<file path="src/rtl/mdu.sv">
// Iterative MIPS multiply/divide unit with HI/LO registers; 32 RUN cycles per operation.
// Define MDU_FAST_MUL_EN to make MULT/MULTU complete in a single cycle from IDLE.
module mdu (
    input  logic        clk,
    input  logic        reset,
    input  logic        startE,
    input  logic [1:0]  opE,
    input  logic [31:0] srcaE,
    input  logic [31:0] srcbE,
    input  logic        abortE,
    input  logic        hiwriteW,
    input  logic        lowriteW,
    input  logic [31:0] wdataW,
    output logic        busy,
    output logic [31:0] hi,
    output logic [31:0] lo
);

    typedef enum logic {IDLE, RUN} state_t;

    state_t      state_q, state_d;
    logic [4:0]  cnt_q, cnt_d;
    logic [1:0]  op_q, op_d;
    logic [31:0] a_q, a_d;
    logic [31:0] b_q, b_d;
    logic [63:0] work_q, work_d;
    logic [31:0] hi_q, hi_d;
    logic [31:0] lo_q, lo_d;

    // Operand magnitudes of the latched operation; sign is reapplied on completion.
    logic        neg_a, neg_b;
    logic [31:0] mag_a, mag_b;
    logic [32:0] mul_sum;
    logic [63:0] mul_nx;
    logic [32:0] rem_sh;
    logic [31:0] div_diff;
    logic        div_ge;
    logic [63:0] div_nx;
    logic [63:0] step_nx;
    logic [63:0] mul_res;
    logic [31:0] quo_res, rem_res;

    // Magnitudes of the incoming operands, used to seed the work register.
    logic        s_neg_a, s_neg_b;
    logic [31:0] s_mag_a, s_mag_b;
    logic        start_ok;
    logic        go_run;
`ifdef MDU_FAST_MUL_EN
    logic        fast_hit;
    logic [63:0] ext_a, ext_b, fast_prod;
`endif

    assign neg_a   = ~op_q[0] & a_q[31];
    assign neg_b   = ~op_q[0] & b_q[31];
    assign mag_a   = neg_a ? -a_q : a_q;
    assign mag_b   = neg_b ? -b_q : b_q;

    // Shift-add: multiplier sits in the low half and is consumed LSB first.
    assign mul_sum = {1'b0, work_q[63:32]} + (work_q[0] ? {1'b0, mag_a} : 33'd0);
    assign mul_nx  = {mul_sum, work_q[31:1]};

    // Restoring division: {remainder, quotient} shifts left one bit per step.
    assign rem_sh   = work_q[63:31];
    assign div_ge   = (rem_sh >= {1'b0, mag_b});
    assign div_diff = rem_sh[31:0] - mag_b;
    assign div_nx   = div_ge ? {div_diff, work_q[30:0], 1'b1} : {work_q[62:0], 1'b0};

    assign step_nx  = op_q[1] ? div_nx : mul_nx;
    assign mul_res  = (neg_a ^ neg_b) ? -step_nx : step_nx;
    assign quo_res  = (neg_a ^ neg_b) ? -step_nx[31:0] : step_nx[31:0];
    assign rem_res  = neg_a ? -step_nx[63:32] : step_nx[63:32];

    assign s_neg_a  = ~opE[0] & srcaE[31];
    assign s_neg_b  = ~opE[0] & srcbE[31];
    assign s_mag_a  = s_neg_a ? -srcaE : srcaE;
    assign s_mag_b  = s_neg_b ? -srcbE : srcbE;
    assign start_ok = startE & ~abortE;

`ifdef MDU_FAST_MUL_EN
    assign ext_a     = opE[0] ? {32'd0, srcaE} : {{32{srcaE[31]}}, srcaE};
    assign ext_b     = opE[0] ? {32'd0, srcbE} : {{32{srcbE[31]}}, srcbE};
    assign fast_prod = ext_a * ext_b;
    assign fast_hit  = start_ok & ~opE[1];
    assign go_run    = start_ok & opE[1];
`else
    assign go_run    = start_ok;
`endif

    always_comb begin
        state_d = state_q;
        cnt_d   = cnt_q;
        op_d    = op_q;
        a_d     = a_q;
        b_d     = b_q;
        work_d  = work_q;
        hi_d    = hi_q;
        lo_d    = lo_q;
        case (state_q)
            IDLE: begin
                if (hiwriteW) hi_d = wdataW;
                if (lowriteW) lo_d = wdataW;
`ifdef MDU_FAST_MUL_EN
                if (fast_hit) begin
                    hi_d = fast_prod[63:32];
                    lo_d = fast_prod[31:0];
                end
`endif
                if (go_run) begin
                    state_d = RUN;
                    cnt_d   = 5'd0;
                    op_d    = opE;
                    a_d     = srcaE;
                    b_d     = srcbE;
                    work_d  = opE[1] ? {32'd0, s_mag_a} : {32'd0, s_mag_b};
                end
            end
            RUN: begin
                if (abortE) begin
                    state_d = IDLE;
                end else begin
                    work_d = step_nx;
                    cnt_d  = cnt_q + 5'd1;
                    if (cnt_q == 5'd31) begin
                        state_d = IDLE;
                        if (!op_q[1]) begin
                            hi_d = mul_res[63:32];
                            lo_d = mul_res[31:0];
                        end else if (b_q == 32'd0) begin
                            hi_d = a_q;
                            lo_d = 32'hFFFF_FFFF;
                        end else begin
                            hi_d = rem_res;
                            lo_d = quo_res;
                        end
                    end
                end
            end
            default: state_d = IDLE;
        endcase
    end

    always_ff @(posedge clk) begin
        if (reset) begin
            state_q <= IDLE;
            cnt_q   <= 5'd0;
            op_q    <= 2'd0;
            a_q     <= 32'd0;
            b_q     <= 32'd0;
            work_q  <= 64'd0;
            hi_q    <= 32'd0;
            lo_q    <= 32'd0;
        end else begin
            state_q <= state_d;
            cnt_q   <= cnt_d;
            op_q    <= op_d;
            a_q     <= a_d;
            b_q     <= b_d;
            work_q  <= work_d;
            hi_q    <= hi_d;
            lo_q    <= lo_d;
        end
    end

    assign busy = (state_q == RUN);
    assign hi   = hi_q;
    assign lo   = lo_q;

endmodule

</file>
<file path="config.mk">
export PLATFORM = sky130hd
export DESIGN_NAME = mdu
export DESIGN_NICKNAME = d
export VERILOG_FILES = /design/src/rtl/mdu.sv
export SDC_FILE = /design/constraint.sdc
export NUM_CORES = 1
export LEC_CHECK = 0
export CORE_ASPECT_RATIO = 1.5
export CORE_MARGIN = 4
export CORE_UTILIZATION = 40
export CTS_CLUSTER_DIAMETER = 80
export DETAILED_ROUTE_END_ITERATION = 10
export PLACE_DENSITY = 0.64
export SYNTH_ARGS = -nofsm -noshare
export SYNTH_HDL_FRONTEND = slang
export SYNTH_SLANG_ARGS = --single-unit
</file>
<file path="constraint.sdc">
create_clock -name clk -period 7.1 [get_ports clk]
set_input_delay 0.71 -clock clk [delete_from_list [all_inputs] [get_ports clk]]
set_output_delay 0.71 -clock clk [all_outputs]
set_load 0.05 [all_outputs]
</file>
# After elaboration in Yosys (flattened, before gate mapping)
# Cells that the tools add are included.
dict set report totals {
  ram_bits 0
  romBits 0
  register_bits 200
  wordCells 73
  latch_bits 0
  mem_count 0
}
dict set report classes {
  shift 0
  muxes 33
  n_lt_le_gt_ge 1
  addsub 10
  div 0
  bitwise 10
  n_mul 0
  eq_ne 6
  reduce_logical 5
}
# operator n
set ops {}
lappend ops {{2-to-1 mux 32 bit} 18}
lappend ops {{2-to-1 mux 64 bit} 5}
lappend ops {{negator 32 bit} 6}
lappend ops {{one-hot mux 32 bit (2 select lines)} 2}
lappend ops {{one-hot mux 64 bit (2 select lines)} 1}
lappend ops {{negator 64 bit} 1}
lappend ops {{adder 32 x 32 -> 33 bit} 1}
lappend ops {{>= comparator 33 x 32 -> 1 bit} 1}
lappend ops {{zero test 32 bit} 1}
lappend ops {{subtractor 32 bit} 1}
lappend ops {{2-to-1 mux 5 bit} 2}
lappend ops {{one-hot mux 5 bit (2 select lines)} 1}
lappend ops {{inequality test 2 bit (second input constant)} 4}
lappend ops {{AND reduction 3 bit} 2}
lappend ops {{adder 5 x 1 -> 5 bit (second input constant)} 1}
lappend ops {{AND 1 bit} 5}
lappend ops {{== test 5 bit (second input constant)} 1}
lappend ops {{inverter 1 bit} 4}
lappend ops {{AND reduction 2 bit} 2}
lappend ops {{2-to-1 mux 1 bit} 3}
lappend ops {{inequality test 2 x 1 -> 1 bit (second input constant)} 1}
lappend ops {{one-hot mux 1 bit (2 select lines)} 1}
lappend ops {{bitwise XOR 1 bit} 1}

# Longest topological paths before layout
dict set report depth {
  ltp_word 13
  mapped_depth 31
}

# Least setup slack after synthesis
# OpenSTA, ideal clock, no wires.
dict set report synth_path {
  path_kind {reg2reg}
  startpoint {reg b_q[2]}
  endpoint {reg hi_q[16] (netlist: hi[16])}
  arrival_time_ps 6617
  path_stages_with_launch 27
  setup_slack_ps 353
  path_buffers 2
  synth_period_minus_slack_ps 6747
  cell_sequence {dfxtp_1 > nor3_1 > nand2b_1 > nor4_1 > nand2_1 > or2_2 > nor4_1 > nand2b_1 > or3_1 > o41ai_1 > xor2_1 > ha_1 > buf_2 > nand3_1 > or4_1 > or4_1 > and3_4 > a31oi_1 > a22oi_2 > or4_1 > buf_2 > or4_4 > nor3_4 > nand3_1 > mux2_4 > nor4_2 > o41ai_1}
}
dict set report synth_between {
  elab_chain_cells 12
  elab_cells_between_ends 16
  classes_between {4 x add/sub; 1 x order compare; 10 x mux; 1 x reduce/logical}
}
# item line
set synth_rtl {}
lappend synth_rtl {{start: declaration} 25} ;# logic [31:0] b_q, b_d;
lappend synth_rtl {{start signal: assignment} 148} ;# b_q <= 32'd0;
lappend synth_rtl {{start signal: assignment} 157} ;# b_q <= b_d;
lappend synth_rtl {{negator 32 bit} 56} ;# assign mag_b = neg_b ? -b_q : b_q;
lappend synth_rtl {{2-to-1 mux 32 bit} 56}
lappend synth_rtl {{subtractor 32 bit or >= comparator 33 x 32 -> 1 bit (tied branches)} {65, 64}}
lappend synth_rtl {{2-to-1 mux 64 bit} 66} ;# assign div_nx = div_ge ? {div_diff, work_q[30:0], 1'b1} : {work_q[62:0], 1'b0};
lappend synth_rtl {{2-to-1 mux 64 bit} 68} ;# assign step_nx = op_q[1] ? div_nx : mul_nx;
lappend synth_rtl {{negator 32 bit} 71} ;# assign rem_res = neg_a ? -step_nx[63:32] : step_nx[63:32];
lappend synth_rtl {{2-to-1 mux 32 bit} 71}
lappend synth_rtl {{2-to-1 mux 32 bit} 128} ;# end else if (b_q == 32'd0) begin
lappend synth_rtl {{2-to-1 mux 32 bit *} 125} ;# if (!op_q[1]) begin
lappend synth_rtl {{2-to-1 mux 32 bit *} 123} ;# if (cnt_q == 5'd31) begin
lappend synth_rtl {{2-to-1 mux 32 bit *} 118} ;# if (abortE) begin
lappend synth_rtl {{one-hot mux 32 bit (2 select lines) *} 98} ;# case (state_q)
lappend synth_rtl {{end signal: assignment} 159} ;# hi_q <= hi_d;
lappend synth_rtl {{end: declaration} 27} ;# logic [31:0] hi_q, hi_d;
# Mark *: on every way between the ends. The rest lies on a longest branch, timed or not. The select of a mux whose other input is x is not followed.
# A chain may end at the register's enable or synchronous reset.

# Final worst setup path
dict set report layout_path {
  startpoint {reg b_q[14]}
  endpoint {reg hi_q[14] (netlist: hi[14])}
}
# The elaborated chain is that of the path after synthesis.

==> results.md <==
- Worst-Margin Slew: 1.08 ns
- Core area: 0.0448 sq mm
- CP Max Fanout: 7
- Layout Cells excl Fill: 3303
- Final slew viol count: 0
- DRT Wirelength: 85700 microns
- Warnings, synthesis: 0
- Initial core utilization: 40.5%
- Worst Path Required: 7.54 ns
- Layout Nets: 2886
- Final core occ: 47.9%
- RSZ-0062 raised after global routing: false
- Die X: 182 microns
- Clk buf depth: 2
- Cell repeated most along the worst path: or4_1
- Std cell rows: 95
- Clock power frac: 28.4%
- Comb pwr share: 38.3%
- Io pins: 169
- Seq/Total Area, Yosys: 22.1%
- Clock transition at the registers of the reported paths: 0.10 ns
- H-Tree Depth: 4
- CTS tree: done
- Fin crit period: 6.91 ns
- # fillers: 4563
- Hpwl dp: 67800 microns
- CP endpoint kind: flip-flop
- Worst EP arrival: 7.35 ns
- Iter 0 DRT Violations: 1918
- Hold Crit Class: flip-flop to flip-flop
- Synth area leaders: dfxtp_1 (22%), a21oi_1 (7.3%), nand2_1 (6.8%)
- Slowest stage delay, CP: 0.58 ns
- Maximum vdd drop: 0.177 mV
- Root Buffer Master: clkbuf_16
- WL/cell: 26.0 microns
- Pre-CTS setup slack: -0.00666 ns
- Syn Std Cell Area: 0.0181 sq mm
- Worst clock skew: 0.0240 ns
- Via density: 6.33
- Crit-path slowest cell: or4_4
- Pwr dens: 178 mW/mm^2
- Gr usage total: 33.6%
- P_int: 2210 uW
- Max Freq: 0.145 GHz
- Number of synthesized flops with an enable pin: 0
- Antenna cells: 0
- Buf/Inv on CP: 1
- First-pass GRT wire length: 125000 microns
- Finished Cell Area: 0.0215 sq mm
- Clk sinks: 200
- Vias in the first global route: 20200
- Area Growth Syn to Fin: 18.4%
- CP top delay family: simple AND/OR/NAND/NOR gates
- Area leader, netlist: dfxtp_1
- Clock latency on the worst-skew pair: 0.48 ns
- Net Sw Frac: 42.1%
- Leakage: 0.00815 uW
- Most used DFF post-synth: dfxtp_1
- Synth top cells by count: nand2_1 (330), nor2_1 (316), a21oi_1 (266)
- Area after DPL: 0.0207 sq mm
- Max Cap Violations: 0
- Final setup violation count: 0
- Num CTS Buffers: 17
- Yosys cell types: 82
- Syn nets: 2762
- Synth Register Bits: 200
- IO buf count: 168
- Reg power frac: 33.3%
- Antenna-violating nets left: 0
- Ys async rst share: 0%
- DIE AREA: 0.0489 sq mm
- Inst Count DP: 3267
- TritonRoute pass-1 iters: 5
- Setup crit start kind: flip-flop
- Switch Pwr: 1610 uW
- Status: completed
- Setup slack after layout: 0.188 ns
- Die Y: 269 microns
- Slew HR: 28.0%
- Crit share post-route: 97.4%
- Initial antenna violation count: 0
- Synth Area per Inst: 7.02 sq um
- Final Hold Viols: 0
- Mapped Cells: 2584
- Grt ovf: 0
- GP Congestion: 1.05
- Vias: 20900
- Pin count of the biggest net entering global routing: 103
- Drt drc: 0
- Synth top area share: 22.1%
- Critical path class: flip-flop to flip-flop
- Layout cells sized above 1: 7.79%
- CP Cell Sequence: or4_1, or3_1, or4_4, or3_4, o41ai_2, xor2_1, ha_1, nand3_1, or4_1, or4_1, and3_4, a31oi_1, a22oi_2, or4_1, or4_4, nor3_4, buf_4, nor2_1, xnor2_1, o21ai_0, o221a_2
- Top-count cell post-synth: nand2_1
stage by stage:
step | power, uW | TNS [ns] | hold WS (ns)
after floorplan | 2130 | 0 | 0.441
after global placement | 2690 | 0 | 0.460
after detailed placement | 2700 | -0.00666 | 0.461
after CTS | 3770 | 0 | 0.474
after global routing | 3960 | 0 | 0.502
final | 3810 | 0 | 0.475
registers in the layout (all words and copies together), names as in the netlist:
register / cells
a_q: 32
cnt_q: 5
busy: 1
b_q: 32
op_q: 2
work_q: 64
lo: 32
hi: 32
final timing paths:
kind | from | end | slack [ns] | cells past startpoint
setup reg to reg | b_q[14] | hi[14] | 0.19 | 21
hold reg to reg | work_q[19] | work_q[19] | 0.47 | 2
setup / recovery | b_q[14] | hi[14] | 0.19 | 21
hold / removal | work_q[19] | work_q[19] | 0.47 | 2
per-layer routing:
layer	global-route usage, %	part of all wire (%)
met2	58.0	48
met1	36.3	35
met4	29.7	11
met5	0	0
met3	3.66	5.6
cell families after synthesis:
logic type | after synthesis | share of synthesized area [%]
AOI/OAI and AO/OA | 806 | 28.3
adders and majority gates | 74 | 5.19
DFF | 200 | 22.1
xor gates and xnor gates | 224 | 10.8
buffers and inverters | 209 | 4.52
muxes | 52 | 2.97
and+or+nand+nor | 1019 | 26.1
timing repair:
| item | CTS | global route |
|---|---|---|
| cloned | 0 | 0 |
| setup buffers | 0 | 4 |
| endpoints found under the setup margin | 1 | 31 |
| hold buffers | 0 | 0 |
| resized for setup | 1 | 23 |
| pin swaps | 0 | 6 |
worst min-delay path, delay by kind of cell, from the launching register on:
| kind | cells | cell delay (ns) |
|---|---|---|
| and+or+nand+nor | 1 | 0.05 |
| DFF | 1 | 0.33 |
| AOI/OAI and AO/OA | 1 | 0.05 |
power groups by stage:
stage | combinational [uW] | clock (uW) | sequential (uW)
after floorplan | 773 | 0 | 1360
after global placement | 1400 | 0 | 1290
after detailed placement | 1410 | 0 | 1290
after CTS | 1410 | 1090 | 1270
after global routing | 1550 | 1130 | 1280
final | 1460 | 1080 | 1270
final cells by class:
type | count | area, sq um | area share [%]
multi-input cells | 2175 | 13400 | 62.6
clock inverters | 15 | 224 | 1.04
clock buffers | 17 | 425 | 1.98
repair buffers | 273 | 2480 | 11.5
well taps | 582 | 728 | 3.39
flip-flops and latches | 200 | 4010 | 18.7
inverters | 41 | 154 | 0.717
layout by cell type, fill, tap and decap left out, drive strengths merged, types with 24 or more instances in the layout:
cell / n
and2: 40
ha: 72
inv: 51
xor2: 96
o31ai: 24
nand2: 331
a22oi: 29
a21oi: 266
clkdlybuf4s50: 166
o211ai: 25
o21ai: 156
or3: 29
buf: 107
a31oi: 47
nand3: 31
a311oi: 27
xnor2: 128
dfxtp: 200
nor2: 316
and3: 24
nor2b: 28
mux2i: 40
a211oi: 71
nor4: 31
nand2b: 25
nor3: 92
(Power assumes the default switching activity.)
